### config.mk
export PLATFORM = sky130hd
export DESIGN_NAME = sc_fifo
export DESIGN_NICKNAME = d
export VERILOG_FILES = /design/src/rtl/fifo_pkg.sv /design/src/rtl/sc_fifo_ram.sv /design/src/rtl/sc_fifo.sv
export SDC_FILE = /design/constraint.sdc
export NUM_CORES = 1
export LEC_CHECK = 0
export ABC_AREA = 1
export BUFFER_PORTS_ARGS = -buffer_cell sky130_fd_sc_hd__buf_2
export CORE_AREA = 2 2 116 118
export CTS_CLUSTER_SIZE = 25
export DETAILED_ROUTE_END_ITERATION = 8
export DIE_AREA = 0 0 118 120
export GPL_ROUTABILITY_DRIVEN = 0
export GPL_TIMING_DRIVEN = 1
export PLACE_DENSITY = 0.72
export SLEW_MARGIN = 20
export SYNTH_ARGS = -nofsm -noshare
export SYNTH_HDL_FRONTEND = slang
export SYNTH_HIERARCHICAL = 1
export SYNTH_SLANG_ARGS = --single-unit
### constraint.sdc
create_clock -name clk -period 7.2 [get_ports clk]
set_clock_uncertainty 0.2 [all_clocks]
set_input_delay 0.72 -clock clk [delete_from_list [all_inputs] [get_ports clk]]
set_output_delay 0.72 -clock clk [all_outputs]
set_load 0.1 [all_outputs]
### src/rtl/fifo_pkg.sv
// Shared FIFO types: flag bundle and occupancy helper.
// Pointers travel through the helper zero-extended to PTR_MAX bits.
package fifo_pkg;

  localparam int PTR_MAX = 17;

  typedef logic [PTR_MAX-1:0] ptr_t;

  typedef struct packed {
    logic full;
    logic almost_full;
    logic empty;
    logic almost_empty;
    logic overflow;
    logic underflow;
  } fifo_flags_t;

  // Callers truncate the result to their own pointer width.
  function automatic ptr_t fifo_level(
    input ptr_t wptr,
    input ptr_t rptr
  );
    return wptr - rptr;
  endfunction

endpackage

### src/rtl/sc_fifo_ram.sv
// Simple dual-port storage for sc_fifo.
// Synchronous write, registered synchronous read.
module sc_fifo_ram #(
  parameter int AW = 3,
  parameter int W  = 16
) (
  input  logic          clk,
  input  logic          rst_n,
  input  logic          wr_en,
  input  logic [AW-1:0] wr_addr,
  input  logic [W-1:0]  wr_data,
  input  logic          rd_en,
  input  logic [AW-1:0] rd_addr,
  output logic [W-1:0]  rd_data
);

  logic [W-1:0] mem_q [2**AW];
  logic [W-1:0] rd_data_q;
  logic [W-1:0] rd_data_d;

  always_ff @(posedge clk) begin
    if (wr_en) mem_q[wr_addr] <= wr_data;
  end

  always_comb begin
    rd_data_d = rd_data_q;
    if (rd_en) rd_data_d = mem_q[rd_addr];
  end

  always_ff @(posedge clk or negedge rst_n) begin
    if (!rst_n) rd_data_q <= '0;
    else        rd_data_q <= rd_data_d;
  end

  assign rd_data = rd_data_q;

endmodule

### src/rtl/sc_fifo.sv
// Single-clock FIFO with threshold flags, flush, sticky errors
// and optional first-word-fall-through read port.
module sc_fifo #(
  parameter type T        = logic [15:0],
  parameter int  L2DEPTH  = 3,
  parameter bit  FWFT     = 1'b0,
  parameter int  AF_LEVEL = 2**L2DEPTH-1,
  parameter int  AE_LEVEL = 1
) (
  input  logic                 clk,
  input  logic                 rstn,
  input  logic                 flush,
  input  logic                 err_clr,
  input  logic [$bits(T)-1:0]  wr_din,
  input  logic                 wr_write,
  output logic                 wr_full,
  output logic                 wr_almost_full,
  input  logic                 rd_read,
  output logic [$bits(T)-1:0]  rd_dout,
  output logic                 rd_empty,
  output logic                 rd_almost_empty,
  output logic [L2DEPTH:0]     usedw,
  output logic                 overflow,
  output logic                 underflow
);

  import fifo_pkg::*;

  localparam int W     = $bits(T);
  localparam int PW    = L2DEPTH + 1;
  localparam int DEPTH = 2**L2DEPTH;

  if (L2DEPTH < 1 || L2DEPTH > 16) begin : g_bad_depth
    $fatal(1, "sc_fifo: L2DEPTH out of range");
  end
  if (AF_LEVEL < 1 || AF_LEVEL > DEPTH) begin : g_bad_af
    $fatal(1, "sc_fifo: AF_LEVEL out of range");
  end
  if (AE_LEVEL < 0 || AE_LEVEL > DEPTH-1) begin : g_bad_ae
    $fatal(1, "sc_fifo: AE_LEVEL out of range");
  end

  localparam logic [PW-1:0] FULL_LVL = PW'(DEPTH);
  localparam logic [PW-1:0] AF_THR   = PW'(AF_LEVEL);
  localparam logic [PW-1:0] AE_THR   = PW'(AE_LEVEL);

  localparam fifo_flags_t FLAGS_RST = '{
    full: 1'b0, almost_full: 1'b0,
    empty: 1'b1, almost_empty: 1'b1,
    overflow: 1'b0, underflow: 1'b0
  };

  logic [PW-1:0] wptr_q, wptr_d;
  logic [PW-1:0] rptr_q, rptr_d;
  logic [PW-1:0] usedw_q, usedw_d;
  fifo_flags_t   flags_q, flags_d;
  logic [W-1:0]  byp_q, byp_d;
  logic          sel_q, sel_d;

  logic               wr_acc;
  logic               rd_acc;
  logic               ram_rd_en;
  logic [L2DEPTH-1:0] ram_rd_addr;
  logic [W-1:0]       ram_dout;

  always_comb begin
    wr_acc  = wr_write && !flags_q.full && !flush;
    rd_acc  = rd_read && !flags_q.empty && !flush;
    wptr_d  = wptr_q + PW'(wr_acc);
    rptr_d  = rptr_q + PW'(rd_acc);
    if (flush) begin
      wptr_d = '0;
      rptr_d = '0;
    end
    usedw_d = PW'(fifo_level(ptr_t'(wptr_d), ptr_t'(rptr_d)));

    flags_d.full         = usedw_d == FULL_LVL;
    flags_d.almost_full  = usedw_d >= AF_THR;
    flags_d.empty        = usedw_d == '0;
    flags_d.almost_empty = usedw_d <= AE_THR;
    flags_d.overflow  = (flags_q.overflow && !err_clr)
                     || (wr_write && flags_q.full);
    flags_d.underflow = (flags_q.underflow && !err_clr)
                     || (rd_read && flags_q.empty);
    if (flush) begin
      flags_d.overflow  = 1'b0;
      flags_d.underflow = 1'b0;
    end
  end

  // FWFT: the post-edge head is either already in storage or is
  // the word being written this cycle, which must be bypassed.
  always_comb begin
    byp_d       = byp_q;
    sel_d       = sel_q;
    ram_rd_en   = rd_acc;
    ram_rd_addr = rptr_q[L2DEPTH-1:0];
    if (FWFT) begin
      ram_rd_addr = rptr_d[L2DEPTH-1:0];
      ram_rd_en   = !flush && (rptr_d != wptr_q);
      if (wr_acc && (rptr_d == wptr_q)) begin
        byp_d = wr_din;
        sel_d = 1'b1;
      end else if (ram_rd_en) begin
        sel_d = 1'b0;
      end
    end
  end

  always_ff @(posedge clk or negedge rstn) begin
    if (!rstn) begin
      wptr_q  <= '0;
      rptr_q  <= '0;
      usedw_q <= '0;
      flags_q <= FLAGS_RST;
      byp_q   <= '0;
      sel_q   <= 1'b0;
    end else begin
      wptr_q  <= wptr_d;
      rptr_q  <= rptr_d;
      usedw_q <= usedw_d;
      flags_q <= flags_d;
      byp_q   <= byp_d;
      sel_q   <= sel_d;
    end
  end

  sc_fifo_ram #(
    .AW(L2DEPTH),
    .W (W)
  ) u_ram (
    .clk    (clk),
    .rst_n  (rstn),
    .wr_en  (wr_acc),
    .wr_addr(wptr_q[L2DEPTH-1:0]),
    .wr_data(wr_din),
    .rd_en  (ram_rd_en),
    .rd_addr(ram_rd_addr),
    .rd_data(ram_dout)
  );

  assign rd_dout         = sel_q ? byp_q : ram_dout;
  assign usedw           = usedw_q;
  assign wr_full         = flags_q.full;
  assign wr_almost_full  = flags_q.almost_full;
  assign rd_empty        = flags_q.empty;
  assign rd_almost_empty = flags_q.almost_empty;
  assign overflow        = flags_q.overflow;
  assign underflow       = flags_q.underflow;

endmodule
# == Word level (Yosys, flattened, before mapping) ==
# Memory sizes are Yosys's and may differ from the RTL's. A register that Yosys moved wholly into a read port is not among the register bits.
# Cells that the tools add are included.
# classes
add_sub_neg,3
magnitude_cmp,2
n_eq_ne,1
mux,5
n_reduce_logical,16
# op_table
op,n
4-bit by 1-bit adder with 4-bit output,2
1-bit logical AND,8
4-bit 2-to-1 mux,2
1-bit logical NOT,5
4-bit equality test (second input constant),1
4-bit by 3-bit >= comparator with 1-bit output (second input constant),1
4-bit by 1-bit less-or-equal comparator with 1-bit output (second input constant),1
4-bit logical NOT,1
4-bit subtractor,1
1-bit logical OR,2
1-bit 2-to-1 mux,2
2-bit 2-to-1 mux,1
# word_totals
ff_bits,18
ram_bits,128
inputBits,22
output_inout_bits,26
wordCells,37
n_memories,1
# memory_table
memory,words,word_bits,read_ports,rd_clocked_by_memory_dff,write_ports,line,rtl
u_ram.mem_q,8,16,1,1,1,sc_fifo_ram.sv:17,logic [W-1:0] mem_q [2**AW];

# == Logic depth before layout (Yosys ltp) ==
# Gate-level depths: netlist (run 1).
# logic_depth
ltp_word,7
mapped_depth,15
ltp_nobuf,15

# == Hierarchy ==
# The synthesis (run 1) kept the hierarchy.
# modules_own_cells
mod,instances,cells_each,area_per_inst_um2,seq_area_each_um2
sc_fifo_ram,1,575,6045.8,4244.1
sc_fifo,1,94,905.9,452.9

# == Worst setup path before layout (run 1) ==
# OpenSTA, ideal clock, no wires.
# synth_timing
path_type,register to register
from,reg flags_q (netlist bit wr_full)
to,reg flags_q (netlist bit wr_almost_full)
setup_ps,118
arrival_time_ps,2607
t_required_ps,6882
path_slack_ps,4275
stages_incl_launch_ff,14
path_buffers,0
synth_period_minus_slack_ps,2925
path_cell_list,dfrtp_1 nor2_1 ha_1 ha_1 nand2_1 inv_1 ha_1 inv_1 o21bai_1 a21oi_4 inv_1 nand3_1 nand2_1 nand2_1
# synth_lines
element,line,rtl
from (decl),sc_fifo.sv:56,"fifo_flags_t flags_q, flags_d;"
from (signal assigned),sc_fifo.sv:122,flags_q <= flags_d;

==> results of run 1 <==
## cells by family after synthesis
| kind of cell | Yosys count | share of synthesized area |
|---|---|---|
| compound gates | 4 | 0.005580 |
| xor+xnor | 1 | 0.001260 |
| fa+ha+maj | 8 | 0.01548 |
| buf+inv | 146 | 0.08801 |
| flops | 162 | 0.6757 |
| simple gates | 348 | 0.2140 |
## per-stage QoR
step                      cells  cell area [sq um]  setup slack, ps
after floorplan             669               6952             4275
after global placement      877               7330             3792
after detailed placement    877               7330             3694
after CTS                   909               7923             4131
after global routing        909               7924             3866
final                       909               7924             4138
## final cells by class
type | count | share of cell area
sequential | 162 | 0.5929
multi-input combinational | 361 | 0.2073
inverter | 120 | 0.05700
clock buffer | 18 | 0.05416
timing repair buffer | 58 | 0.04011
tap | 176 | 0.02779
clock inverter | 14 | 0.02069
## worst max path at each step
stage                           start                        to  depth (start not counted)
finish                          flush         wr_full$_DFF_PN0_                         16
global route                    flush         wr_full$_DFF_PN0_                         16
CTS                             flush         wr_full$_DFF_PN0_                         16
detailed placement              flush         wr_full$_DFF_PN0_                         16
global placement                flush         wr_full$_DFF_PN0_                         16
floorplan           wr_full$_DFF_PN0_  wr_almost_full$_DFF_PN0_                         13
## per-layer routing
layer / track usage / up-vias / share of wire
li1: - / 2250 / -
met1: 0.2648 / 2230 / 0.42
met2: 0.3539 / 151 / 0.49
met3: 0.05466 / 22 / 0.072
met4: 0.1099 / 0 / 0.019
met5: 0 / - / 0
## worst max-delay path, cell delays in order
cell and delay, ps:
buf_2 130, inv_2 140, nand2_1 70, nor2_1 90, buf_4 290, ha_1 280
ha_1 190, nor2_1 50, nor3_1 250, inv_1 80, ha_1 340, or2_1 250
nand2_1 100, inv_1 60, nand3_1 90, nor2_1 60
## registers in the layout (all words and copies together), names as in the netlist
signal	flops
u_ram/mem_q	128
u_ram/rd_data	16
rptr_q	4
usedw	4
wptr_q	4
overflow	1
rd_almost_empty	1
rd_empty	1
underflow	1
wr_almost_full	1
wr_full	1
## report_power, final
| group | switching, W | internal, W |
|---|---|---|
| Clock | 0.000354 | 0.000543 |
| Combinational | 0.000639 | 0.000119 |
| Sequential | 0.0000349 | 0.00109 |
| Total | 0.00103 | 0.00175 |
## cells in the mapped netlist (all sizes together)
cell,number,area (sq um)
fa,1,20.02
or2,1,6.260
nand2,218,828.3
nand3,106,545.5
dfrtp,32,800.8
nor3,1,5.000
dfstp,2,52.55
nand4,2,12.51
buf,26,161.4
inv,120,450.4
edfxtp,128,3844
a22oi,2,15.01
ha,7,87.58
o21bai,1,7.510
nor2,20,90.08
a21oi,1,16.27
xnor2,1,8.760
==> flow_summary.json, run 1 <==
{
  "outcome": "finished clean",
  "final_cell_mix": "nand2_1 (214), edfxtp_1 (128), inv_1 (117), nand3_1 (103), buf_2 (47)",
  "setup_viol_count_final": 0,
  "postSynthCellCount": 669,
  "fin_crit_ps": 3062,
  "drt_first_pass_iters": 5,
  "wire_per_inst_um": 15.64,
  "tightest_slew_ps": 983.0,
  "via_per_inst": 5.119,
  "tns_ps": 0,
  "synth_warnings": 6,
  "wl_um": 14220,
  "diodes": 0,
  "clk_path_buf_depth": 2,
  "grt_max_degree": 66,
  "holdWs_ps": 184.3,
  "cp.required_ps": 7320,
  "dieArea_sq_um": 14160,
  "total_power_w": 0.002780,
  "crit_arrival_ps": 3180,
  "multi_input_area_sq_um": 1643,
  "reg2reg_to": "u_ram/rd_data[1]$_DFFE_PN0P_",
  "cts_made_buffers": 17,
  "cts-root-buf": "clkbuf_16",
  "core-area_sq_um": 12980,
  "fin_util": 0.6105,
  "rsz0062_at_grt": "false",
  "final_nets": 750,
  "seq_area_sq_um": 4698,
  "post-dp-hpwl_um": 8370,
  "fp.dieH_um": 120,
  "synth_cell_types": 24,
  "pin_count": 48,
  "initial_core_util": 0.5356,
  "grt_pass1_wl_um": 22740,
  "postCtsHoldBufs": 0,
  "slew_headroom": 0.3439,
  "finalCritPeriodShare": 0.4252,
  "mostFrequentLayoutCell": "nand2_1",
  "ys_seq_area_frac": 0.6757,
  "grt_usage": 0.2150,
  "leakage_nw": 3.616,
  "mappedNetlistArea_sq_um": 6952,
  "grt_pass1_vias": 4714,
  "power_density_nw_per_um2": 350.8,
  "antenna_found_initial": 0,
  "ctsResizeCount": 0,
  "r2r-start": "rptr_q[0]$_DFF_PN0_",
  "cts.sinks": 162,
  "h-tree-depth": 4,
  "clk_pin_slew_ps": 60,
  "syn_nets": 699,
  "start_kind": "primary input",
  "critPathKind": "primary input to flip-flop",
  "path_max_fanout": 18,
  "postCtsSetupRepairBufs": 0,
  "area_growth_pct": 13.98,
  "ant_nets": 0,
  "rows": 42,
  "drt_iter0_markers": 418,
  "clock.fmax_ghz": 0.3266,
  "grt.overflow.total": 0,
  "synth-seq-cells": 162,
  "finalHoldViolCount": 0,
  "place.port_buffers": 47,
  "post_synth.cell_area_avg_sq_um": 10.39,
  "reg2regPathDepth": 7,
  "vias": 4653,
  "reg2reg_setup_slack_ps": 4200,
  "ir_drop_uv": 205.0,
  "drc_errors": 0,
  "cap_violations": 0,
  "tritoncts": "yes",
  "clk_latency_ps": 430,
  "drv_slew": 0,
  "layout-drive-gt1-share": 0.1405,
  "hold_path.class": "primary input to async pin",
  "die_w_um": 118,
  "fill_cells": 1055,
  "end_kind": "flip-flop"
}
(Power assumes the default switching activity.)
==> run 2, diff against run 1 <==
==> constraint.sdc (replaced) <==
create_clock -name clk -period 2.99 [get_ports clk]
set_clock_uncertainty 0.2 [all_clocks]
set_input_delay 0.299 -clock clk [delete_from_list [all_inputs] [get_ports clk]]
set_output_delay 0.299 -clock clk [all_outputs]
set_load 0.1 [all_outputs]
==> flow_summary.json, run 2 (same netlist as run 1, synthesis figures left out) <==
{
  "largest_register_ffs": 128,
  "drt_iter0_markers": 363,
  "fp.dieH_um": 120,
  "setup_viol_count_final": 0,
  "via_per_inst": 5.150,
  "layout-drive-gt1-share": 0.1515,
  "clk_path_buf_depth": 2,
  "fin_crit_ps": 2800,
  "area_growth_pct": 19.01,
  "cap_violations": 0,
  "outcome": "finished clean",
  "power_density_nw_per_um2": 843.3,
  "die_w_um": 118,
  "mostFrequentLayoutCell": "nand2_1",
  "grt_pass1_wl_um": 23110,
  "largest_register": "u_ram/mem_q",
  "clock.fmax_ghz": 0.3571,
  "tritoncts": "yes",
  "crit_arrival_ps": 2950,
  "ir_drop_uv": 412.5,
  "tns_ps": 0,
  "wire_per_inst_um": 15.43,
  "drv_slew": 0,
  "grt_max_degree": 66,
  "ant_nets": 0,
  "slew_headroom": 0.4388,
  "fill_cells": 975,
  "final_cells": 935,
  "cts_made_buffers": 17,
  "core-area_sq_um": 12980,
  "dieArea_sq_um": 14160,
  "rows": 42,
  "critPathKind": "primary input to flip-flop",
  "hold_path.class": "primary input to flip-flop",
  "dp.cells": 883,
  "rsz0062_at_grt": "false",
  "drc_errors": 0,
  "holdWs_ps": 58.22,
  "cp.required_ps": 3140,
  "wl_um": 14430,
  "start_kind": "primary input",
  "diodes": 0,
  "pin_count": 48,
  "grt_usage": 0.2156,
  "final_nets": 776,
  "finalCritPeriodShare": 0.9364,
  "postCtsSetupRepairBufs": 0,
  "cts-root-buf": "clkbuf_16",
  "finalHoldViolCount": 0,
  "place.port_buffers": 47,
  "h-tree-depth": 4,
  "drt_first_pass_iters": 6,
  "vias": 4815,
  "antenna_found_initial": 0,
  "path_max_fanout": 9,
  "grt_pass1_vias": 4732,
  "clk_latency_ps": 420,
  "leakage_nw": 3.779,
  "initial_core_util": 0.5356,
  "cts.sinks": 162,
  "final_cell_mix": "nand2_1 (214), edfxtp_1 (128), inv_1 (117), nand3_1 (103), buf_2 (47)",
  "grt.overflow.total": 0,
  "post-dp-hpwl_um": 8211,
  "tightest_slew_ps": 841.8,
  "clk_pin_slew_ps": 60,
  "end_kind": "flip-flop"
}
run 2: cell types whose count changed in the layout (fill, tap and decap cells not counted), sizes merged:
cell,delta
bufinv,+3
clkbuf,+2
clkinv,-2
dlygate4sd3,+20
clkinvlp,-3
buf,+6
run 2: path summary, 6_finish.rpt:
kind	to	slack, ps	from	depth (start not counted)
worst max-delay path	wr_full$_DFF_PN0_	190	flush	17
worst min-delay path	overflow$_DFF_PN0_	60	err_clr	4
worst max register to register	wr_full$_DFF_PN0_	490	rd_empty$_DFF_PN1_	11
worst min register to register	u_ram/rd_data[13]$_DFFE_PN0P_	270	u_ram/rd_data[13]$_DFFE_PN0P_	2
max in group asynchronous	rptr_q[0]$_DFF_PN0_	1670	rstn	2
min in group asynchronous	u_ram/rd_data[9]$_DFFE_PN0P_	320	rstn	2
run 2: final cells by class:
cell class | count | area (sq um) | share of cell area
Multi-Input combinational cell | 361 | 1672 | 0.2021
Clock buffer | 20 | 456.7 | 0.05520
Tap cell | 176 | 220.2 | 0.02662
Inverter | 120 | 452.9 | 0.05475
Sequential cell | 162 | 4698 | 0.5679
Clock inverter | 12 | 210.2 | 0.02541
Timing Repair Buffer | 84 | 563.0 | 0.06806
run 2: stage by stage:
stage               power [W]  utilization  setup slack (ps)  instance area, sq um
floorplan            0.004269            -             64.82                  6952
global placement     0.004555       0.5682             298.9                  7375
detailed placement   0.004578       0.5682             196.6                  7375
CTS                  0.007004       0.6350             93.39                  8242
global route         0.007207       0.6374             15.12                  8273
finish               0.006977       0.6374             190.0                  8273
run 2: where the power goes:
group          internal [W]  leakage, nW  switching (W)
logic              0.000310         1.86        0.00155
clock network       0.00160        0.325       0.000817
registers           0.00263         1.59      0.0000763
run 2: repair_timing:
| item | 4_1_cts | 5_1_grt |
|---|---|---|
| hold buffers | 20 | 0 |
| hold endpoints to repair | 165 | 0 |
| gates resized for setup | 0 | 7 |
| endpoints found under the setup margin | 0 | 5 |
run 2: layer usage:
layer	vias to the layer above	wire length, um	GRT usage
li1	2296	-	-
met1	2290	6078	0.2739
met2	184	6929	0.3496
met3	45	970	0.04943
met4	0	451	0.1099
met5	-	0	0
run 2: worst max-delay path: stages:
cell and delay (ps):
dlygate4sd3_1 550, buf_2 180, inv_4 110, nand2_1 70
nor2_2 140, ha_1 210, ha_1 240, nand2_1 120
inv_1 80, ha_1 290, inv_1 80, o21bai_2 80
a21oi_4 170, inv_1 90, nand3_1 90, nand2_1 70
nor2_1 90
